[src/rtl/mem_access_pkg.sv]
// Shared definitions for the load/store unit: size encodings, FSM state
// encoding and the load lane-select / extend helper.
package mem_access_pkg;

  localparam logic [1:0] SZ_BYTE = 2'b00;
  localparam logic [1:0] SZ_HALF = 2'b01;
  localparam logic [1:0] SZ_WORD = 2'b10;
  localparam logic [1:0] SZ_RSVD = 2'b11;

  typedef enum logic {
    IDLE   = 1'b0,
    RMW_WR = 1'b1
  } state_t;

  // Pick the addressed little-endian lane out of a memory word and
  // sign- or zero-extend it to 32 bits. Word size returns the word as-is.
  function automatic logic [31:0] lane_extend(
    input logic [31:0] word,
    input logic [1:0]  size,
    input logic [1:0]  off,
    input logic        is_unsigned
  );
    logic [7:0]  b;
    logic [15:0] h;
    logic [31:0] r;
    b = word[{off, 3'b000} +: 8];
    h = off[1] ? word[31:16] : word[15:0];
    case (size)
      SZ_BYTE: r = is_unsigned ? {24'h000000, b} : {{24{b[7]}}, b};
      SZ_HALF: r = is_unsigned ? {16'h0000, h} : {{16{h[15]}}, h};
      default: r = word;
    endcase
    return r;
  endfunction

endpackage

[src/rtl/mem_access_unit_lane_merge.sv]
// Store merge for read-modify-write: replaces the addressed byte or
// halfword lane of the old memory word with the right-justified store data.
module lane_merge
  import mem_access_pkg::*;
(
  input  logic [31:0] old_word,
  input  logic [31:0] new_data,
  input  logic [1:0]  size,
  input  logic [1:0]  off,
  output logic [31:0] merged
);

  // Start from the old word and overwrite only the target lane(s)
  always_comb begin
    merged = old_word;
    case (size)
      SZ_BYTE: merged[{off, 3'b000} +: 8] = new_data[7:0];
      SZ_HALF: begin
        if (off[1]) begin
          merged[31:16] = new_data[15:0];
        end else begin
          merged[15:0] = new_data[15:0];
        end
      end
      default: merged = new_data;
    endcase
  end

endmodule

[src/rtl/mem_access_unit.sv]
// Load/store unit between the MEM-stage pipeline register and a
// word-addressed data memory (combinational read, posedge write, whole
// words only). Loads and word stores complete with one-cycle latency from
// IDLE; byte/halfword stores take an extra RMW_WR cycle that writes the
// merged word, stalling the pipeline once.
// Optional feature: define MEM_ACCESS_ALIGN_CHECK_EN to report misaligned
// halfword/word accesses as errors; otherwise the low address bits are
// ignored for those sizes.
module mem_access_unit
  import mem_access_pkg::*;
#(
  parameter int MEM_WORDS = 64,
  parameter int ADDR_W    = 32
) (
  input  logic              clk,
  input  logic              rst_n,
  input  logic              req_valid,
  output logic              req_ready,
  input  logic              req_write,
  input  logic [1:0]        req_size,
  input  logic              req_unsigned,
  input  logic [ADDR_W-1:0] req_addr,
  input  logic [31:0]       req_wdata,
  output logic              stall,
  output logic              resp_valid,
  output logic [31:0]       resp_rdata,
  output logic              resp_err,
  output logic [31:0]       dm_address,
  output logic              dm_w_enable,
  output logic [31:0]       dm_wdata,
  input  logic [31:0]       dm_rdata
);

  localparam int IDX_W = ADDR_W - 2;
  localparam logic [IDX_W-1:0] MEM_WORDS_IDX = IDX_W'(MEM_WORDS);

  state_t      state_q, state_d;
  logic        resp_valid_q, resp_valid_d;
  logic        resp_err_q, resp_err_d;
  logic [31:0] resp_rdata_q, resp_rdata_d;
  logic [31:0] rmw_addr_q, rmw_addr_d;
  logic [31:0] rmw_old_q, rmw_old_d;
  logic [1:0]  rmw_size_q, rmw_size_d;
  logic [1:0]  rmw_off_q, rmw_off_d;
  logic [15:0] rmw_wdata_q, rmw_wdata_d;

  logic [IDX_W-1:0] word_idx;
  logic [31:0]      idle_word_addr;
  logic [1:0]       eff_off;
  logic             misaligned;
  logic             out_of_range;
  logic             size_rsvd;
  logic             req_err;
  logic             accept;
  logic             word_store_now;
  logic [31:0]      merged_word;

  assign word_idx       = req_addr[ADDR_W-1:2];
  assign idle_word_addr = 32'({word_idx, 2'b00});
  assign out_of_range   = (word_idx >= MEM_WORDS_IDX);
  assign size_rsvd      = (req_size == SZ_RSVD);
  assign req_err        = size_rsvd | out_of_range | misaligned;
  assign req_ready      = (state_q == IDLE);
  assign accept         = req_valid & req_ready;
  assign stall          = req_valid & ~req_ready;
  assign word_store_now = accept & req_write & ~req_err & (req_size == SZ_WORD);

  assign resp_valid = resp_valid_q;
  assign resp_err   = resp_err_q;
  assign resp_rdata = resp_rdata_q;

  // Effective lane offset and misalignment decode for the incoming request
  always_comb begin
    eff_off = req_addr[1:0];
`ifdef MEM_ACCESS_ALIGN_CHECK_EN
    misaligned = ((req_size == SZ_HALF) && req_addr[0]) ||
                 ((req_size == SZ_WORD) && (req_addr[1:0] != 2'b00));
`else
    misaligned = 1'b0;
    if (req_size == SZ_HALF) begin
      eff_off = {req_addr[1], 1'b0};
    end else if (req_size == SZ_WORD) begin
      eff_off = 2'b00;
    end
`endif
  end

  lane_merge u_lane_merge (
    .old_word (rmw_old_q),
    .new_data ({16'h0000, rmw_wdata_q}),
    .size     (rmw_size_q),
    .off      (rmw_off_q),
    .merged   (merged_word)
  );

  // Memory-side drive: request address and data in IDLE, latched merge in
  // RMW_WR; write enable is held low while reset is asserted
  always_comb begin
    dm_address  = idle_word_addr;
    dm_wdata    = req_wdata;
    dm_w_enable = word_store_now;
    if (state_q == RMW_WR) begin
      dm_address  = rmw_addr_q;
      dm_wdata    = merged_word;
      dm_w_enable = 1'b1;
    end
    dm_w_enable = dm_w_enable & rst_n;
  end

  // Next-state, response and RMW-latch computation
  always_comb begin
    state_d      = state_q;
    resp_valid_d = 1'b0;
    resp_err_d   = 1'b0;
    resp_rdata_d = 32'h0000_0000;
    rmw_addr_d   = rmw_addr_q;
    rmw_old_d    = rmw_old_q;
    rmw_size_d   = rmw_size_q;
    rmw_off_d    = rmw_off_q;
    rmw_wdata_d  = rmw_wdata_q;
    case (state_q)
      IDLE: begin
        if (accept) begin
          if (req_err) begin
            resp_valid_d = 1'b1;
            resp_err_d   = 1'b1;
          end else if (!req_write) begin
            resp_valid_d = 1'b1;
            resp_rdata_d = lane_extend(dm_rdata, req_size, eff_off, req_unsigned);
          end else if (req_size == SZ_WORD) begin
            resp_valid_d = 1'b1;
          end else begin
            state_d     = RMW_WR;
            rmw_addr_d  = idle_word_addr;
            rmw_old_d   = dm_rdata;
            rmw_size_d  = req_size;
            rmw_off_d   = eff_off;
            rmw_wdata_d = req_wdata[15:0];
          end
        end
      end
      RMW_WR: begin
        state_d      = IDLE;
        resp_valid_d = 1'b1;
      end
      default: state_d = IDLE;
    endcase
  end

  // State and response registers; reset abandons any pending RMW write
  always_ff @(posedge clk or negedge rst_n) begin
    if (!rst_n) begin
      state_q      <= IDLE;
      resp_valid_q <= 1'b0;
      resp_err_q   <= 1'b0;
      resp_rdata_q <= 32'h0000_0000;
      rmw_addr_q   <= 32'h0000_0000;
      rmw_old_q    <= 32'h0000_0000;
      rmw_size_q   <= SZ_BYTE;
      rmw_off_q    <= 2'b00;
      rmw_wdata_q  <= 16'h0000;
    end else begin
      state_q      <= state_d;
      resp_valid_q <= resp_valid_d;
      resp_err_q   <= resp_err_d;
      resp_rdata_q <= resp_rdata_d;
      rmw_addr_q   <= rmw_addr_d;
      rmw_old_q    <= rmw_old_d;
      rmw_size_q   <= rmw_size_d;
      rmw_off_q    <= rmw_off_d;
      rmw_wdata_q  <= rmw_wdata_d;
    end
  end

endmodule

[config.mk]
export PLATFORM = sky130hd
export DESIGN_NAME = mem_access_unit
export DESIGN_NICKNAME = d
export VERILOG_FILES = /design/src/rtl/mem_access_pkg.sv /design/src/rtl/mem_access_unit_lane_merge.sv /design/src/rtl/mem_access_unit.sv
export SDC_FILE = /design/constraint.sdc
export NUM_CORES = 1
export LEC_CHECK = 0
export ABC_AREA = 1
export CORE_MARGIN = 2
export CORE_UTILIZATION = 26
export CTS_BUF_LIST = sky130_fd_sc_hd__clkbuf_4 sky130_fd_sc_hd__clkbuf_8
export DETAILED_ROUTE_END_ITERATION = 7
export PLACE_DENSITY_LB_ADDON = 0.2
export SLEW_MARGIN = 20
export SYNTH_ARGS = -nofsm -noshare
export SYNTH_HDL_FRONTEND = slang
export SYNTH_SLANG_ARGS = --single-unit
[constraint.sdc]
create_clock -name clk -period 3.1 [get_ports clk]
set_clock_uncertainty 0.05 [all_clocks]
set_input_delay 0.93 -clock clk [delete_from_list [all_inputs] [get_ports clk]]
set_output_delay 0.93 -clock clk [all_outputs]
set_load 0.02 [all_outputs]
==> reports/results.env, run 1 <==
DR_TOTAL_VIAS=7004
WORST_SETUP_PATH_START_KIND='input pin'
GRT_REMAINING_OVERFLOW=0
POWER_REPORT.INTERNAL_TOTAL_mW=2.60
CRITICAL_PATH.ENDPOINT_TYPE='primary output'
MAX-CLOCK-PATH-BUFFERS=2
N_FILL_CELL=2724
TIMING.FINAL.SETUP_VIOLATIONS=0
DIE-AREA_SQ_MM=0.0268
DRT-VIAS-PER-INSTANCE=4.68
NUM_IO_PINS=204
DPL_CELLS=1462
GRT_ANTENNA_BEFORE_REPAIR=2
SHARE_OF_POWER_BURNED_IN_REGISTERS_PCT=42.4
STATUS='finished clean'
FINAL_NETS=1260
START_UTIL_PCT=26.5
POWER_SWITCHING_SHARE_PCT=27.9
CTS_HOLD_BUFFERS=0
CRITICAL-PATH-SLOWEST-CELL='clkdlybuf4s50_1'
MULTIINPUTGATEAREA_SQ_MM=0.00326
TOTAL_LEAKAGE_POWER_nW=4.87
YOSYS_REGISTER_BITS=117
NUMCLOCKSINKS=117
DPL.HPWL_UM=18200
HTREEDEPTH=4
DRC=0
PLACEMENT.IO_BUFFERS=201
NETLIST_AREA_BEFORE_PLACEMENT_SQ_MM=0.00664
STD_CELL_ROWS=58
NUMCTSBUFFERS=17
REG2REG_FROM='state_q'
POST_ROUTE_CELLS_DRIVE_ABOVE_1_SHARE_PCT=20.2
CLKLATENCYLATEPIN_NS=0.43
CTS_ROOT_BUFFER='clkbuf_8'
SETUP_TOTAL_NEGATIVE_SLACK_NS=0
DETAIL_ROUTE.ITER0.VIOLATIONS=499
AREA_DELTA_SYNTH_FINAL_PCT=50.7
SYNTH_WARNINGS=0
TIMING.FINAL.CRIT_SHARE_PCT=99.3
FIRST_GLOBAL_VIAS=6931
CPPEAKSTAGEDELAY_NS=0.43
GRT_FIRST_PASS_WIRELENGTH_UM=38800
GP_ROUTABILITY_CONGESTION=0.867
CRITICAL_PATH_CLASS='input pin to primary output'
GRT_SETUP_UNREPAIRED='true'
UTILIZATION_AFTER_LAYOUT_PCT=39.9
GRT_MAX_DEGREE=118
GRT.TOTAL_USAGE_PCT=19.1
MAXCAPVIOLATIONS=0
TIMING.CRITICAL_PATH.FANOUT_MAX=2
CLOCK_POWER_SHARE_PCT=42.8
TIMING.CRITICAL_PATH.ARRIVAL_NS=2.10
SETUP.WORST_PATH.START='req_addr[23]'
DRV_SLEW=0
SEQCELLAREA_SQ_MM=0.00293
DRTPASS1ITERATIONS=5
AVGSYNTHCELLAREA_SQ_UM=7.12
POWER_PER_CELL_AREA_mW_PER_MM2=359
HOLD_CRIT_START='rmw_addr_q[29]'
INSTANCES_NO_FILL=1496
POWER.SHARE.COMBINATIONAL_PCT=14.8
LAYOUT.CELLS.MOST_COMMON='nand2_1'
FINAL_CELL_MIX='nand2_1 (297), clkdlybuf4s50_1 (120), dfrtp_1 (116)'
FINALPOWER_mW=3.60
TIMING.CRITICAL_PATH.REQUIRED_NS=2.12
CRIT_CHAIN='clkdlybuf4s50_1 > nor2_2 > nand3_2 > nor2_4 > nand3_1 > a21boi_1 > buf_4'
TIMING.HOLD.WORST.CLASS='register to register'
ANTENNA_LEFT=0
DIEWIDTH_UM=164
WORST_IR_DROP_VDD_V=0.000222
SYNTHESIS.INSTANCES=933
CORE_AREA_SQ_MM=0.0251
TIMING_HOLD_VIOLATIONS_FINAL=0
RELSLEWSLACK_PCT=55.1
ROUTEDWLPERCELL_UM=16.8
SYNTH.DISTINCT_CELLS=31
SWITCHINGPOWER_mW=1.00
MIN_PERIOD_NS=3.08
DIE_HEIGHT_UM=164
MAX_SLEW.WORST_PIN.SLEW_NS=0.673
SEQ_AREA_FRAC_SYNTH_PCT=44.1
FMAXACHIEVABLE_MHz=325
TRITONCTS='done'
FINALWIRELENGTH_UM=25100
CTS.CLK_SLEW.WORST_PATHS_NS=0.08
-- metal layers --
layer	vias to the layer above	track usage (%)	routed length, um
met5	-	0	0
met1	3280	26.1	11600
met2	248	29.8	11400
met4	0	7.06	665
li1	3436	-	-
met3	40	3.71	1370
-- worst max-delay path, delay by kind of cell --
family	cells	cell delay (ns)
buf+inv	2	0.59
compound gates	1	0.15
simple gates	4	0.43
-- Yosys cell counts --
cell type  number  share of area (%)
a21oi_1        87                6.6
buf_6           9                1.5
o21ai_1        47                3.5
a21boi_0        1               0.11
dfrtp_1       117                 44
nor2_2          1              0.094
buf_1           3               0.17
conb_1          1              0.056
nand3b_1        1               0.11
clkinv_2        1              0.075
nand2_2         4               0.38
inv_1          94                5.3
nor3_1          3               0.23
o21ai_0        28                2.1
nor2_1         46                2.6
nand3_1        20                1.5
o22ai_1        24                2.3
buf_2          11               0.83
ha_1            5               0.94
nand3_4         1               0.26
inv_2          27                1.5
nor3_2          1               0.15
a22oi_1         8               0.90
o211ai_1        7               0.79
nand4_1        35                3.3
buf_4           3               0.34
clkbuf_1       33                1.9
nand3_2         1               0.15
o21ai_2         2               0.26
nor2_4          3               0.51
nand2_1       309                 17
-- worst paths after layout --
| check | slack, ns | cells after the start | end |
|---|---|---|---|
| max in group asynchronous | 1.89 | 2 | rmw_addr_q[13] |
| worst max-delay path | 0.02 | 7 | dm_w_enable |
| worst min-delay path | 0.43 | 2 | rmw_addr_q[29] |
| min in group asynchronous | 0.59 | 2 | rmw_old_q[11] |
| worst max register to register | 1.03 | 9 | rmw_wdata_q[8] |
| worst min register to register | 0.43 | 2 | rmw_addr_q[29] |
-- power by group through the flow --
stage / clock (mW) / combinational (mW) / sequential [mW]
6_report: 1.54 / 0.532 / 1.53
5_1_grt: 1.64 / 0.581 / 1.53
4_1_cts: 1.58 / 0.521 / 1.53
3_5_place_dp: 0 / 0.541 / 1.56
3_3_place_gp: 0 / 0.542 / 1.56
2_1_floorplan: 0 / 0.195 / 1.56
-- cell families after synthesis --
| logic type | Yosys count | share of synthesized area (%) |
|---|---|---|
| compound gates | 204 | 16.5 |
| fa+ha+maj | 5 | 0.942 |
| buf+inv | 181 | 11.6 |
| flops | 117 | 44.1 |
| other cells | 1 | 0.0565 |
| simple gates | 425 | 26.7 |
-- stage by stage --
| step | cell area, sq um | setup slack [ns] | hold WS, ns |
|---|---|---|---|
| final | 10000 | 0.0221 | 0.426 |
| after global placement | 9240 | -0.645 | 0.406 |
| after floorplan | 6650 | 0.110 | 0.395 |
| after detailed placement | 9240 | -0.657 | 0.407 |
| after CTS | 9640 | -0.117 | 0.426 |
| after global routing | 10000 | -0.0967 | 0.446 |
-- area by class of cell --
cell class | count | share of cell area (%)
flip-flops and latches | 117 | 29.3
clock buffers | 18 | 2.47
multi-input cells | 636 | 32.6
inverters | 122 | 4.72
repair buffers | 258 | 25.1
clock inverters | 14 | 1.72
well taps | 330 | 4.12
diodes | 1 | 0.0250
-- registers in the layout, indices dropped and copies added (netlist names) --
register	cells
resp_valid	1
state_q	1
rmw_old_q	32
rmw_addr_q	30
resp_rdata	32
rmw_size_q	2
resp_err	1
rmw_wdata_q	16
rmw_off_q	2
-- repair_timing --
| action | in CTS | in global routing |
|---|---|---|
| endpoints found under the setup margin | 65 | 34 |
| pin swaps | 8 | 33 |
| buffers inserted | 1 | 0 |
| gates resized for setup | 210 | 100 |
| endpoints found under the hold margin | 0 | 0 |
Power figures use the tool's default switching activity.
==> run 2, diff against run 1 <==
--- a/config.mk
+++ b/config.mk
@@ -10,8 +10,9 @@
 export CORE_UTILIZATION = 26
 export CTS_BUF_LIST = sky130_fd_sc_hd__clkbuf_4 sky130_fd_sc_hd__clkbuf_8
 export DETAILED_ROUTE_END_ITERATION = 7
+export GPL_TIMING_DRIVEN = 0
 export PLACE_DENSITY_LB_ADDON = 0.2
-export SLEW_MARGIN = 20
+export SLEW_MARGIN = 15
 export SYNTH_ARGS = -nofsm -noshare
 export SYNTH_HDL_FRONTEND = slang
 export SYNTH_SLANG_ARGS = --single-unit
==> reports/results.env, run 2 (synthesized netlist as in run 1, its figures left out) <==
TIMING.CRITICAL_PATH.ARRIVAL_NS=2.10  # about the same
LAYOUT.CELLS.MOST_COMMON='nand2_1'
TIMING.FINAL.WS_SETUP_NS=0.0231  # +0.000979 ns
GRT_REMAINING_OVERFLOW=0  # unchanged
PLACEMENT.IO_BUFFERS=200  # -0.50%
NUM_IO_PINS=204  # unchanged
START_UTIL_PCT=26.5  # unchanged
NUMCTSBUFFERS=17  # unchanged
ANTENNA_LEFT=0  # unchanged
CRIT_CHAIN='buf_8 > inv_8 > ha_4 > inv_4 > nor3_2 > nand3_1 > nand2_4 > nand2_2 > a22oi_2 > buf_6'
DETAIL_ROUTE.ITER0.VIOLATIONS=438  # -12%
GRT.TOTAL_USAGE_PCT=20.3  # +1.2 points
TIMING.CRITICAL_PATH.REQUIRED_NS=2.12  # about the same
FMAXACHIEVABLE_MHz=325  # about the same
FIRST_GLOBAL_VIAS=7054  # +1.8%
TIMING_HOLD_VIOLATIONS_FINAL=0  # unchanged
MAX-CLOCK-PATH-BUFFERS=2  # unchanged
CTS.CLK_SLEW.WORST_PATHS_NS=0.08  # about the same
WORST_SETUP_PATH_START_KIND='register'
STD_CELL_ROWS=58  # unchanged
CLKLATENCYLATEPIN_NS=0.43  # about the same
WORST_IR_DROP_VDD_V=0.000230  # +3.2%
DRC=0  # unchanged
MAX_SLEW.WORST_PIN.SLEW_NS=0.589  # -0.0843 ns
FINAL_CELL_MIX='nand2_1 (300), dfrtp_1 (115), clkdlybuf4s50_1 (107)'
CRITICAL-PATH-SLOWEST-CELL='dfrtp_2'
INSERTEDDIODECOUNT=0  # -1
HTREEDEPTH=4  # unchanged
DRT-VIAS-PER-INSTANCE=4.68  # about the same
UTILIZATION_AFTER_LAYOUT_PCT=39.9  # +0.055 points
DRTPASS1ITERATIONS=5  # unchanged
DRV_SLEW=0  # unchanged
DIE_HEIGHT_UM=164  # unchanged
PRE_CTS_SLACK_NS=-0.911  # -0.254 ns
TOTAL_LEAKAGE_POWER_nW=4.88  # +0.13%
DPL.HPWL_UM=20500  # +13%
CORE_AREA_SQ_MM=0.0251  # unchanged
AREA_DELTA_SYNTH_FINAL_PCT=50.9
NUMCLOCKSINKS=117  # unchanged
GP_ROUTABILITY_CONGESTION=0.893  # +3.0%
TRITONCTS='done'
RELSLEWSLACK_PCT=60.8  # +5.6 points
HOLD-WORST-SLACK_NS=0.309  # -0.116 ns
ROUTEDWLPERCELL_UM=17.9  # +6.7%
CRITICAL_PATH_CLASS='register to primary output'
TIMING.FINAL.CRIT_SHARE_PCT=99.3  # about the same
CRIT_FAMILY='simple AND/OR/NAND/NOR gates'
GRT_MAX_DEGREE=67  # -43%
TIMING.HOLD.WORST.CLASS='input pin to async pin'
CPPEAKSTAGEDELAY_NS=0.43  # about the same
FINAL_NETS=1273  # +1.0%
STDCELL_AREA_SQ_MM=0.0100  # +0.14%
INSTANCES_NO_FILL=1506  # +0.67%
MAXCAPVIOLATIONS=0  # unchanged
TIMING.CRITICAL_PATH.FANOUT_MAX=8  # +6
GRT_ANTENNA_BEFORE_REPAIR=0  # -2
TIMING.CRITICAL_PATH.BUF_INV=4  # +2
TIMING.FINAL.SETUP_VIOLATIONS=0  # unchanged
PLACEMENT.CELL_AREA_SQ_MM=0.00909  # -1.6%
CRITICAL_PATH.ENDPOINT_TYPE='primary output'
CTS_ROOT_BUFFER='clkbuf_8'
SETUP_TOTAL_NEGATIVE_SLACK_NS=0  # unchanged
DPL_CELLS=1465  # +0.21%
STATUS='finished clean'
POST_ROUTE_CELLS_DRIVE_ABOVE_1_SHARE_PCT=20.2  # about the same
DIE-AREA_SQ_MM=0.0268  # unchanged
GRT_FIRST_PASS_WIRELENGTH_UM=40900  # +5.4%
FINALWIRELENGTH_UM=27000  # +7.4%
POWER_PER_CELL_AREA_mW_PER_MM2=352  # -2.1%
FINALPOWER_mW=3.53  # -1.9%
MIN_PERIOD_NS=3.08  # -0.000979 ns
GRT_SETUP_UNREPAIRED='true'
DIEWIDTH_UM=164  # unchanged
DR_TOTAL_VIAS=7045  # +0.59%
-- run 2: cell count changes in the layout (fill, tap and decap cells not counted), moves of 8 or more --
cell             change
buf_4               -29
clkbuf_1            +16
dlygate4sd2_1       +15
clkdlybuf4s50_1     -13
buf_2               +12
clkbuf_2             +8
-- run 2: layer usage --
metal	routed length [um]	GRT usage (%)
met5	0	0
met4	599	5.98
met3	1730	4.47
met2	12400	32.1
met1	12200	27.7
-- run 2: cell type report --
| class | count | area (sq um) |
|---|---|---|
| Buffer | 56 | 354 |
| Timing Repair Buffer | 215 | 2100 |
| Clock buffer | 21 | 277 |
| Clock inverter | 9 | 129 |
| Inverter | 122 | 472 |
| Multi-Input combinational cell | 636 | 3350 |
| Tap cell | 330 | 413 |
| Sequential cell | 117 | 2930 |
| Fill cell | 2764 | 15100 |
-- run 2: what timing repair did --
action                                  4_1_cts  5_1_grt
hold buffers                                  0        0
resized for setup                           272       96
endpoints found under the setup margin       65       38
buffers inserted                              9        5
pin swaps                                    26       23
-- run 2: power by group --
group          total [mW]  switching (mW)  internal, mW  leakage (nW)
registers            1.53        0.000502          1.53          1.63
clock network        1.49           0.646         0.844         0.204
logic               0.511           0.291         0.220          3.05
-- run 2: worst paths after layout --
check	end	cells past startpoint	startpoint	slack, ns
worst min register to register	rmw_addr_q[16]	2	rmw_addr_q[16]	0.43
worst min-delay path	rmw_old_q[27]	1	rst_n	0.31
worst max register to register	resp_rdata[21]	7	state_q	1.18
worst max-delay path	dm_wdata[7]	10	rmw_off_q[1]	0.02
min in group clk	rmw_addr_q[16]	2	rmw_addr_q[16]	0.43
max in group asynchronous	rmw_addr_q[12]	2	rst_n	2.03
==> run 3, diff against run 2 <==
--- a/config.mk
+++ b/config.mk
@@ -7,12 +7,14 @@
 export LEC_CHECK = 0
 export ABC_AREA = 1
 export CORE_MARGIN = 2
-export CORE_UTILIZATION = 26
+export CORE_UTILIZATION = 35
 export CTS_BUF_LIST = sky130_fd_sc_hd__clkbuf_4 sky130_fd_sc_hd__clkbuf_8
 export DETAILED_ROUTE_END_ITERATION = 7
+export GPL_ROUTABILITY_DRIVEN = 0
 export GPL_TIMING_DRIVEN = 0
 export PLACE_DENSITY_LB_ADDON = 0.2
 export SLEW_MARGIN = 15
 export SYNTH_ARGS = -nofsm -noshare
 export SYNTH_HDL_FRONTEND = slang
 export SYNTH_SLANG_ARGS = --single-unit
+export TNS_END_PERCENT = 10
==> reports/results.env, run 3 (synthesized netlist as in run 1, its figures left out) <==
CTS.CLK_SLEW.WORST_PATHS_NS=0.07  # about the same
START_UTIL_PCT=35.6  # +9.2 points
CRIT_CHAIN='clkdlybuf4s50_1 > inv_1 > nor3_2 > nand3_2 > a21boi_2 > buf_6'
GRT_FIRST_PASS_WIRELENGTH_UM=37200  # -9.0%
FINALWIRELENGTH_UM=24500  # -9.1%
DRC=0  # unchanged
DR_TOTAL_VIAS=7201  # +2.2%
STD_CELL_ROWS=50  # -14%
CORE_AREA_SQ_MM=0.0186  # -26%
DIEWIDTH_UM=142  # -13%
TRITONCTS='done'
FMAXACHIEVABLE_MHz=317  # -2.5%
TIMING.CRITICAL_PATH.FANOUT_MAX=3  # -5
GRT_MAX_DEGREE=81  # +21%
TIMING.HOLD.WORST.CLASS='input pin to async pin'
MIN_PERIOD_NS=3.16  # +0.0790 ns
INSERTEDDIODECOUNT=0  # unchanged
TOTAL_LEAKAGE_POWER_nW=4.81  # -1.3%
HOLD-WORST-SLACK_NS=0.324  # +0.0155 ns
FINAL_CELL_MIX='nand2_1 (301), clkdlybuf4s50_1 (124), dfrtp_1 (113)'
FIRST_GLOBAL_VIAS=6811  # -3.4%
TIMING.FINAL.SETUP_VIOLATIONS=7  # +7
CTS_ROOT_BUFFER='clkbuf_8'
RELSLEWSLACK_PCT=62.5  # +1.7 points
DETAIL_ROUTE.ITER0.VIOLATIONS=613  # +40%
ROUTEDWLPERCELL_UM=17.4  # -2.8%
POWER_PER_CELL_AREA_mW_PER_MM2=379  # +7.8%
NUMCTSBUFFERS=17  # unchanged
GRT_SETUP_UNREPAIRED='true'
VIOLATIONS_IN_THE_FINAL_REPORTS='setup timing'
MAX-CLOCK-PATH-BUFFERS=2  # unchanged
DRTPASS1ITERATIONS=5  # unchanged
POST_ROUTE_CELLS_DRIVE_ABOVE_1_SHARE_PCT=18.1  # -2.0 points
TIMING_HOLD_VIOLATIONS_FINAL=0  # unchanged
GRT.TOTAL_USAGE_PCT=24.2  # +3.9 points
GRT_REMAINING_OVERFLOW=0  # unchanged
NUMCLOCKSINKS=117  # unchanged
WORST_IR_DROP_VDD_V=0.000249  # +8.2%
TIMING.CRITICAL_PATH.ARRIVAL_NS=2.18  # +0.08 ns
FINAL_NETS=1270  # -0.24%
CLKLATENCYLATEPIN_NS=0.45  # +0.02 ns
STATUS='finished with violations'
LAYOUT.CELLS.MOST_COMMON='nand2_1'
ANTENNA_LEFT=0  # unchanged
TIMING.FINAL.WS_SETUP_NS=-0.0559  # -0.0790 ns
GRT_ANTENNA_BEFORE_REPAIR=1  # +1
DIE-AREA_SQ_MM=0.0201  # -25%
PLACEMENT.IO_BUFFERS=200  # unchanged
TIMING.FINAL.CRIT_SHARE_PCT=102  # +2.5 points
WORST_SETUP_PATH_START_KIND='input pin'
AREA_DELTA_SYNTH_FINAL_PCT=47.2
NUM_IO_PINS=204  # unchanged
MAXCAPVIOLATIONS=0  # unchanged
DRV_SLEW=0  # unchanged
DRT-VIAS-PER-INSTANCE=5.11  # +9.3%
CRITICAL_PATH_CLASS='input pin to primary output'
PRE_CTS_SLACK_NS=-0.829  # +0.0815 ns
TIMING.CRITICAL_PATH.REQUIRED_NS=2.12  # about the same
MAX_SLEW.WORST_PIN.SLEW_NS=0.563  # -0.0260 ns
CRITICAL-PATH-SLOWEST-CELL='clkdlybuf4s50_1'
DIE_HEIGHT_UM=142  # -13%
CTS_HOLD_BUFFERS=0  # unchanged
CPPEAKSTAGEDELAY_NS=0.52  # +0.09 ns
DPL.HPWL_UM=18000  # -12%
HTREEDEPTH=4  # unchanged
CRITICAL_PATH.ENDPOINT_TYPE='primary output'
==> run 3: cell count changes in the layout (fill, tap and decap cells not counted), sizes merged <==
cell,before,now
clkdlybuf4s50,107,124
dlygate4sd2,44,31
buf,76,71
clkbuf,50,54
dlymetal6s2s,15,11
clkinv,5,2
bufinv,3,5
==> run 3: final cells by class <==
type	count	area, sq um
plain buffers	56	345
clock buffers	23	304
clock inverters	8	170
fillers	1817	8870
inverters	122	472
multi-input cells	636	3230
flip-flops and latches	117	2930
well taps	234	293
repair buffers	212	2030
==> run 3: repair_timing <==
action                                  4_1_cts  5_1_grt
setup buffers                                 5        6
endpoints found under the setup margin       65       34
gates resized for setup                     228       81
pin swaps                                     9       19
==> run 3: final timing paths <==
path / endpoint / from / cells past startpoint / slack (ns)
hold reg to reg: rmw_addr_q[16] / rmw_addr_q[16] / 2 / 0.42
hold / removal: rmw_old_q[28] / rst_n / 1 / 0.32
min in group clk: rmw_addr_q[16] / rmw_addr_q[16] / 2 / 0.42
setup / recovery: dm_w_enable / req_write / 6 / -0.06
setup reg to reg: resp_rdata[24] / state_q / 7 / 1.24
max in group asynchronous: rmw_size_q[1] / rst_n / 2 / 1.94
==> run 3: metal layers <==
metal,up-vias,wire (um),part of all wire (%),track usage (%)
met5,-,13,0.053,0
met4,2,709,2.9,10.2
met3,50,1970,8.0,6.28
met2,329,11200,46,36.8
met1,3365,10700,43,32.7
li1,3455,-,-,-
==> run 3: metrics by stage <==
stage | utilization, % | setup TNS, ns | power [mW] | instances | cell area (sq um)
detailed placement | 48.1 | -22.26 | 2.07 | 1369 | 8970
CTS | 50.9 | -0.365 | 3.72 | 1402 | 9490
finish | 52.4 | -0.200 | 3.71 | 1408 | 9780
global placement | 48.0 | -454.05 | 2.06 | 1368 | 8940
global route | 52.4 | -1.33 | 3.84 | 1408 | 9780
floorplan | - | 0 | 1.75 | 934 | 6650
==> run 3: power breakdown <==
part / switching [mW] / leakage (nW) / total [mW] / internal [mW]
Combinational: 0.279 / 2.96 / 0.496 / 0.217
Sequential: 0.000470 / 1.62 / 1.53 / 1.53
Clock: 0.629 / 0.235 / 1.68 / 1.06
==> run 3: worst max-delay path, delay by kind of cell <==
family          cells  cell delay (ns)
buf+inv             3             0.75
simple gates        2             0.34
compound gates      1             0.15
